<file path="src/rtl/period_meter_if.sv">
// Result channel of period_meter: measured period plus its qualifiers on a valid/ready handshake.
// A result transfers on a clock edge where period_valid and period_ready are both high;
// period and overflow are held stable for as long as period_valid is high.
interface period_meter_if #(
  parameter int WIDTH = 18
);
  logic [WIDTH-1:0] period;
  logic             period_valid;
  logic             period_ready;
  logic             overflow;
  logic             overrun;

  modport master (
    output period,
    output period_valid,
    output overflow,
    output overrun,
    input  period_ready
  );

  modport slave (
    input  period,
    input  period_valid,
    input  overflow,
    input  overrun,
    output period_ready
  );
endinterface

</file>
<file path="src/rtl/period_meter.sv">
// period_meter: counts clock cycles between accepted rising edges of an asynchronous input.
// Optional macro PERIOD_METER_AVG_EN emits the floor average of each group of 4 periods.
module period_meter #(
  parameter int WIDTH      = 18,
  parameter int MIN_PERIOD = 4
) (
  input  logic           CLK_50_MHz,
  input  logic           reset,
  input  logic           sig_in,
  period_meter_if.master res,
  output logic [0:0]     dbg_state_o
);

  localparam logic [0:0] ST_IDLE    = 1'b0;
  localparam logic [0:0] ST_MEASURE = 1'b1;

  localparam logic [WIDTH-1:0] SAT   = '1;
  localparam logic [WIDTH-1:0] MIN_P = WIDTH'(MIN_PERIOD);

  logic             sync1_q, sync2_q, sync3_q;
  logic             rise;
  logic [0:0]       state_q, state_d;
  logic [WIDTH-1:0] cnt_q, cnt_d, cnt_inc;
  logic             meas_done, meas_tmo;
  logic             emit;
  logic [WIDTH-1:0] emit_period;
  logic             emit_ovf;
  logic [WIDTH-1:0] period_q, period_d;
  logic             valid_q, valid_d;
  logic             ovf_q, ovf_d;
  logic             overrun_q, overrun_d;

  assign rise    = sync2_q & ~sync3_q;
  assign cnt_inc = cnt_q + WIDTH'(1);

  // cnt holds the cycles elapsed since the last accepted edge, so cnt+1 is the period.
  always_comb begin
    state_d   = state_q;
    cnt_d     = cnt_q;
    meas_done = 1'b0;
    meas_tmo  = 1'b0;
    case (state_q)
      ST_IDLE: begin
        cnt_d = '0;
        if (rise) state_d = ST_MEASURE;
      end
      default: begin
        if (rise && (cnt_inc >= MIN_P)) begin
          meas_done = 1'b1;
          cnt_d     = '0;
        end else if (cnt_inc == SAT) begin
          meas_tmo = 1'b1;
          cnt_d    = '0;
          state_d  = ST_IDLE;
        end else begin
          cnt_d = cnt_inc;
        end
      end
    endcase
  end

`ifdef PERIOD_METER_AVG_EN
  logic [WIDTH+1:0] acc_q, acc_d, acc_sum;
  logic [1:0]       grp_q, grp_d;

  assign acc_sum = acc_q + {2'b00, cnt_inc};

  always_comb begin
    acc_d       = acc_q;
    grp_d       = grp_q;
    emit        = 1'b0;
    emit_period = SAT;
    emit_ovf    = 1'b0;
    if (meas_tmo) begin
      acc_d    = '0;
      grp_d    = '0;
      emit     = 1'b1;
      emit_ovf = 1'b1;
    end else if (meas_done) begin
      if (grp_q == 2'd3) begin
        emit        = 1'b1;
        emit_period = acc_sum[WIDTH+1:2];
        acc_d       = '0;
        grp_d       = '0;
      end else begin
        acc_d = acc_sum;
        grp_d = grp_q + 2'd1;
      end
    end
  end

  always_ff @(posedge CLK_50_MHz or posedge reset) begin
    if (reset) begin
      acc_q <= '0;
      grp_q <= '0;
    end else begin
      acc_q <= acc_d;
      grp_q <= grp_d;
    end
  end
`else
  assign emit        = meas_done | meas_tmo;
  assign emit_period = meas_tmo ? SAT : cnt_inc;
  assign emit_ovf    = meas_tmo;
`endif

  // A result arriving while the previous one is still pending is dropped, never stalled.
  always_comb begin
    period_d  = period_q;
    ovf_d     = ovf_q;
    valid_d   = valid_q;
    overrun_d = overrun_q;
    if (valid_q && res.period_ready) begin
      valid_d   = 1'b0;
      overrun_d = 1'b0;
    end
    if (emit) begin
      if (!valid_q || res.period_ready) begin
        period_d = emit_period;
        ovf_d    = emit_ovf;
        valid_d  = 1'b1;
      end else begin
        overrun_d = 1'b1;
      end
    end
  end

  always_ff @(posedge CLK_50_MHz or posedge reset) begin
    if (reset) begin
      sync1_q   <= 1'b0;
      sync2_q   <= 1'b0;
      sync3_q   <= 1'b0;
      state_q   <= ST_IDLE;
      cnt_q     <= '0;
      period_q  <= '0;
      valid_q   <= 1'b0;
      ovf_q     <= 1'b0;
      overrun_q <= 1'b0;
    end else begin
      sync1_q   <= sig_in;
      sync2_q   <= sync1_q;
      sync3_q   <= sync2_q;
      state_q   <= state_d;
      cnt_q     <= cnt_d;
      period_q  <= period_d;
      valid_q   <= valid_d;
      ovf_q     <= ovf_d;
      overrun_q <= overrun_d;
    end
  end

  assign res.period       = period_q;
  assign res.period_valid = valid_q;
  assign res.overflow     = ovf_q;
  assign res.overrun      = overrun_q;
  assign dbg_state_o      = state_q;

endmodule

</file>
<file path="src/flat_wrapper.sv">
// flat-port wrapper written by rule: the top's interface ports become plain ports
module period_meter_flat 
#(
  parameter int WIDTH      = 18,
  parameter int MIN_PERIOD = 4
)
  (CLK_50_MHz, reset, sig_in, dbg_state_o, res_period, res_period_valid, res_overflow, res_overrun, res_period_ready);
  period_meter_if #(.WIDTH(WIDTH)) res_i ();
  input  logic CLK_50_MHz;
  input  logic reset;
  input  logic sig_in;
  output logic [0:0] dbg_state_o;
  output wire logic [$bits(res_i.period)-1:0] res_period;
  output wire logic [$bits(res_i.period_valid)-1:0] res_period_valid;
  output wire logic [$bits(res_i.overflow)-1:0] res_overflow;
  output wire logic [$bits(res_i.overrun)-1:0] res_overrun;
  input wire logic [$bits(res_i.period_ready)-1:0] res_period_ready;
  assign res_period = res_i.period;
  assign res_period_valid = res_i.period_valid;
  assign res_overflow = res_i.overflow;
  assign res_overrun = res_i.overrun;
  assign res_i.period_ready = res_period_ready;
  period_meter #(.WIDTH(WIDTH), .MIN_PERIOD(MIN_PERIOD)) u_core (.CLK_50_MHz(CLK_50_MHz), .reset(reset), .sig_in(sig_in), .res(res_i), .dbg_state_o(dbg_state_o));
endmodule
</file>
<file path="config.mk">
export PLATFORM = sky130hd
export DESIGN_NAME = period_meter_flat
export DESIGN_NICKNAME = d
export VERILOG_FILES = /design/src/rtl/period_meter_if.sv /design/src/rtl/period_meter.sv /design/src/flat_wrapper.sv
export SDC_FILE = /design/constraint.sdc
export NUM_CORES = 1
export LEC_CHECK = 0
export CAP_MARGIN = 40
export CORE_MARGIN = 2
export CORE_UTILIZATION = 56
export DETAILED_ROUTE_END_ITERATION = 8
export HOLD_SLACK_MARGIN = 0.1
export PLACE_DENSITY = 0.79
export SYNTH_ARGS = -nofsm -noshare
export SYNTH_HDL_FRONTEND = slang
export SYNTH_SLANG_ARGS = --single-unit
</file>
<file path="constraint.sdc">
create_clock -name CLK_50_MHz -period 3.4 [get_ports CLK_50_MHz]
set_clock_uncertainty 0.2 [all_clocks]
set_input_delay 0.34 -clock CLK_50_MHz [delete_from_list [all_inputs] [get_ports CLK_50_MHz]]
set_output_delay 0.34 -clock CLK_50_MHz [all_outputs]
set_load 0.05 [all_outputs]
</file>
==> flow_summary.toml <==
[yosys]
synth-main-ff-cell = "dfrtp_1"
ys_seq_area_frac = 0.465
synth-xor-area-share = 0.0605
synth-adder-area-share = 0.0108
synth_compound_area_frac = 0.125
muxShareOfSynthArea = 0.0346
netlist_area_um2 = 2310
ys_types = 46
synth_edf_count = 0
synth-simple-area-share = 0.263
synth_top_family_by_area = "simple AND/OR/NAND/NOR gates"
synth.top_cells.by_area = "dfrtp_1 46%, nor2_1 6.0%, xnor2_1 5.3%"
yosysWarningCount = 0
synth_area_leader_cell = "dfrtp_1"
synth.avg_cell_area_um2 = 9.77
synthCells = 237
ys_seq_elements = 43
yosysTopAreaCellShare = 0.465
async_flop_share = 1.00
syn_nets = 243

[finish]
syn_to_final_growth_pct = 21.5
final_cell_mix = "43 x dfrtp_1, 37 x nor2_1, 25 x clkdlybuf4s50_1"
num-nets-final = 278
seq_area_um2 = 1080
layout-drive-gt1-share = 0.143
fin_cells = 323
fillerInstances = 311
num_antenna_cells = 0
layout_commonest_cell = "dfrtp_1"
multi_input_comb_area_um2 = 1150

[sta]
drv_slew = 0
fin_tns_setup_ns = 0
hold_violations = 0
max_freq_mhz = 312
hold_ws_ns = 0.161
maxSlewHeadroom = 0.641
setup_viol = 0
rsz0062_at_grt = "no"
worstMarginPinSlew_ns = 0.538
period_share = 0.944
period_needed_ns = 3.21

[die]
core_region_area_um2 = 4000
initial_core_util = 0.579
rows = 23
pin_count = 26
fp.dieArea_um2 = 4660
die_w_um = 68.3
die_h_um = 68.3

[worst_setup_path]
path_delay_family = "simple AND/OR/NAND/NOR gates"
crit_path_max_incr_delay_ns = 0.60
critPathLaunch = "u_core.cnt_q[1]"
path_cells = "ha_2, nand4_1, nor4_2, xnor2_1, buf_4, or4_1, nor4_4, buf_4, nor2_1, mux2i_1"
cpMaxStageDelayCell = "or4_1"
arrival_ns = 3.22
worstPathMaxFanout = 19
cp-end-kind = "flip-flop"
worst-path-buf-inv = 2
critical_path_class = "flip-flop to flip-flop"
r2r-start = "u_core.cnt_q[1]"
critPathMostFrequentCell = "buf_4"
start_kind = "flip-flop"
critical_path_required_ns = 3.41

[placed_design]
post-place-cells = 315
dp_hpwl_um = 4000
io_buffers = 25
globalplace.congestion = 0.890

[worst_hold_path]
hp-class = "flip-flop to flip-flop"
min-delay-start = "u_core.sync1_q"

[clock_tree]
cts_tree = "built"
cts_num_sinks = 43
cts_buffers = 5
clk_pin_slew_ns = 0.09
htreeDepth = 2
clock_tree.root_cell = "clkbuf_8"
cts_setup_buffers = 0
cts.path.max_buffers = 2
clk_latency_ns = 0.30

[global_routing]
grt_start_max_net_pins = 44
antenna_found_initial = 0
grt_pass1_wl_um = 9120
grt.overflow.total = 0
grt_pass1_vias = 1842
track_usage = 0.270

[route]
avgRoutedWirePerCell_um = 17.1
post-route-drc-count = 0
wl_um = 5510
num_vias = 1943
drtIter0Drc = 147
vias_per_cell = 6.02
detail_route.first_pass.iterations = 4
drtAntennaViolNets = 0

[job]
drv_cap = 0

[power]
p_per_area_nw_per_um2 = 736
ir_drop_v = 0.000775
power.leakage_nw = 1.14
power.total_mw = 2.07

[outcome]
outcome = "completed"
-- flip-flops by register name, summed over array words and instances (netlist names) --
| register | cells |
|---|---|
| u_core.dbg_state_o | 1 |
| u_core.cnt_q | 18 |
| u_core.sync2_q | 1 |
| u_core.res.period_valid | 1 |
| u_core.res.overrun | 1 |
| u_core.sync1_q | 1 |
| u_core.res.period | 18 |
| u_core.res.overflow | 1 |
| u_core.sync3_q | 1 |
-- final timing paths --
check                                   endpoint  slack [ns]  cells past startpoint
max in group asynchronous         u_core.sync2_q        2.34                      3
setup / recovery            u_core.res.period[6]        0.19                     10
hold reg to reg                   u_core.sync2_q        0.16                      0
hold / removal                    u_core.sync2_q        0.16                      0
min in group asynchronous  u_core.res.period[13]        0.28                      3
setup reg to reg            u_core.res.period[6]        0.19                     10
-- cells in the mapped netlist, types with 2 or more instances --
master,n
nand3_1,6
xnor2_1,14
nand4_2,2
nor3_1,4
nand2_1,19
o32a_1,9
o22ai_1,3
xor2_1,2
dfrtp_1,43
nor4_1,8
nor2_1,37
mux2i_1,8
and3_1,5
ha_1,2
o21ai_0,3
nor2b_1,3
buf_2,9
o21a_1,2
nand4_1,7
or4_1,3
and2_1,3
clkbuf_1,4
o31a_1,3
a21oi_1,6
a31oi_1,4
nor4_2,2
nand2b_1,3
inv_1,5
-- timing repair --
item                       CTS  global route
hold buffers                 0             0
setup endpoints to repair    0            32
resized for setup            0             2
hold endpoints to repair     0             0
-- report_power, final --
part           leakage [nW]  total [mW]  internal, mW  switching (mW)
clock                0.0612       0.410         0.238           0.173
sequential            0.555       0.711         0.624          0.0871
combinational         0.526       0.949         0.369           0.580
-- per-layer routing --
metal / up-vias / part of all wire / GRT usage
met3: 13 / 0.064 / 0.0592
met2: 75 / 0.46 / 0.416
met5: - / 0 / 0
met1: 925 / 0.46 / 0.383
li1: 930 / - / -
met4: 0 / 0.016 / 0.0800
-- kinds of logic after synthesis --
group                      after synthesis
and+or+nand+nor                        111
adders and majority gates                2
buffers and inverters                   20
muxes                                    8
xor gates and xnor gates                16
AOI/OAI and AO/OA                       37
DFF                                     43
-- per-stage QoR --
step | area [µm²] | worst slack, ns | utilization
5_1_grt | 2810 | 0.0219 | 0.703
3_3_place_gp | 2680 | 0.233 | 0.670
2_1_floorplan | 2310 | 0.309 | -
3_5_place_dp | 2690 | 0.169 | 0.672
6_report | 2810 | 0.190 | 0.703
4_1_cts | 2800 | 0.118 | 0.701
-- cell type report --
cell class | count | area share
inverters | 5 | 0.00668
repair buffers | 43 | 0.137
clock inverters | 2 | 0.0125
flip-flops and latches | 43 | 0.383
multi-input cells | 174 | 0.409
well taps | 50 | 0.0223
clock buffers | 6 | 0.0294
Note: power is estimated with default switching activity, not from simulation.
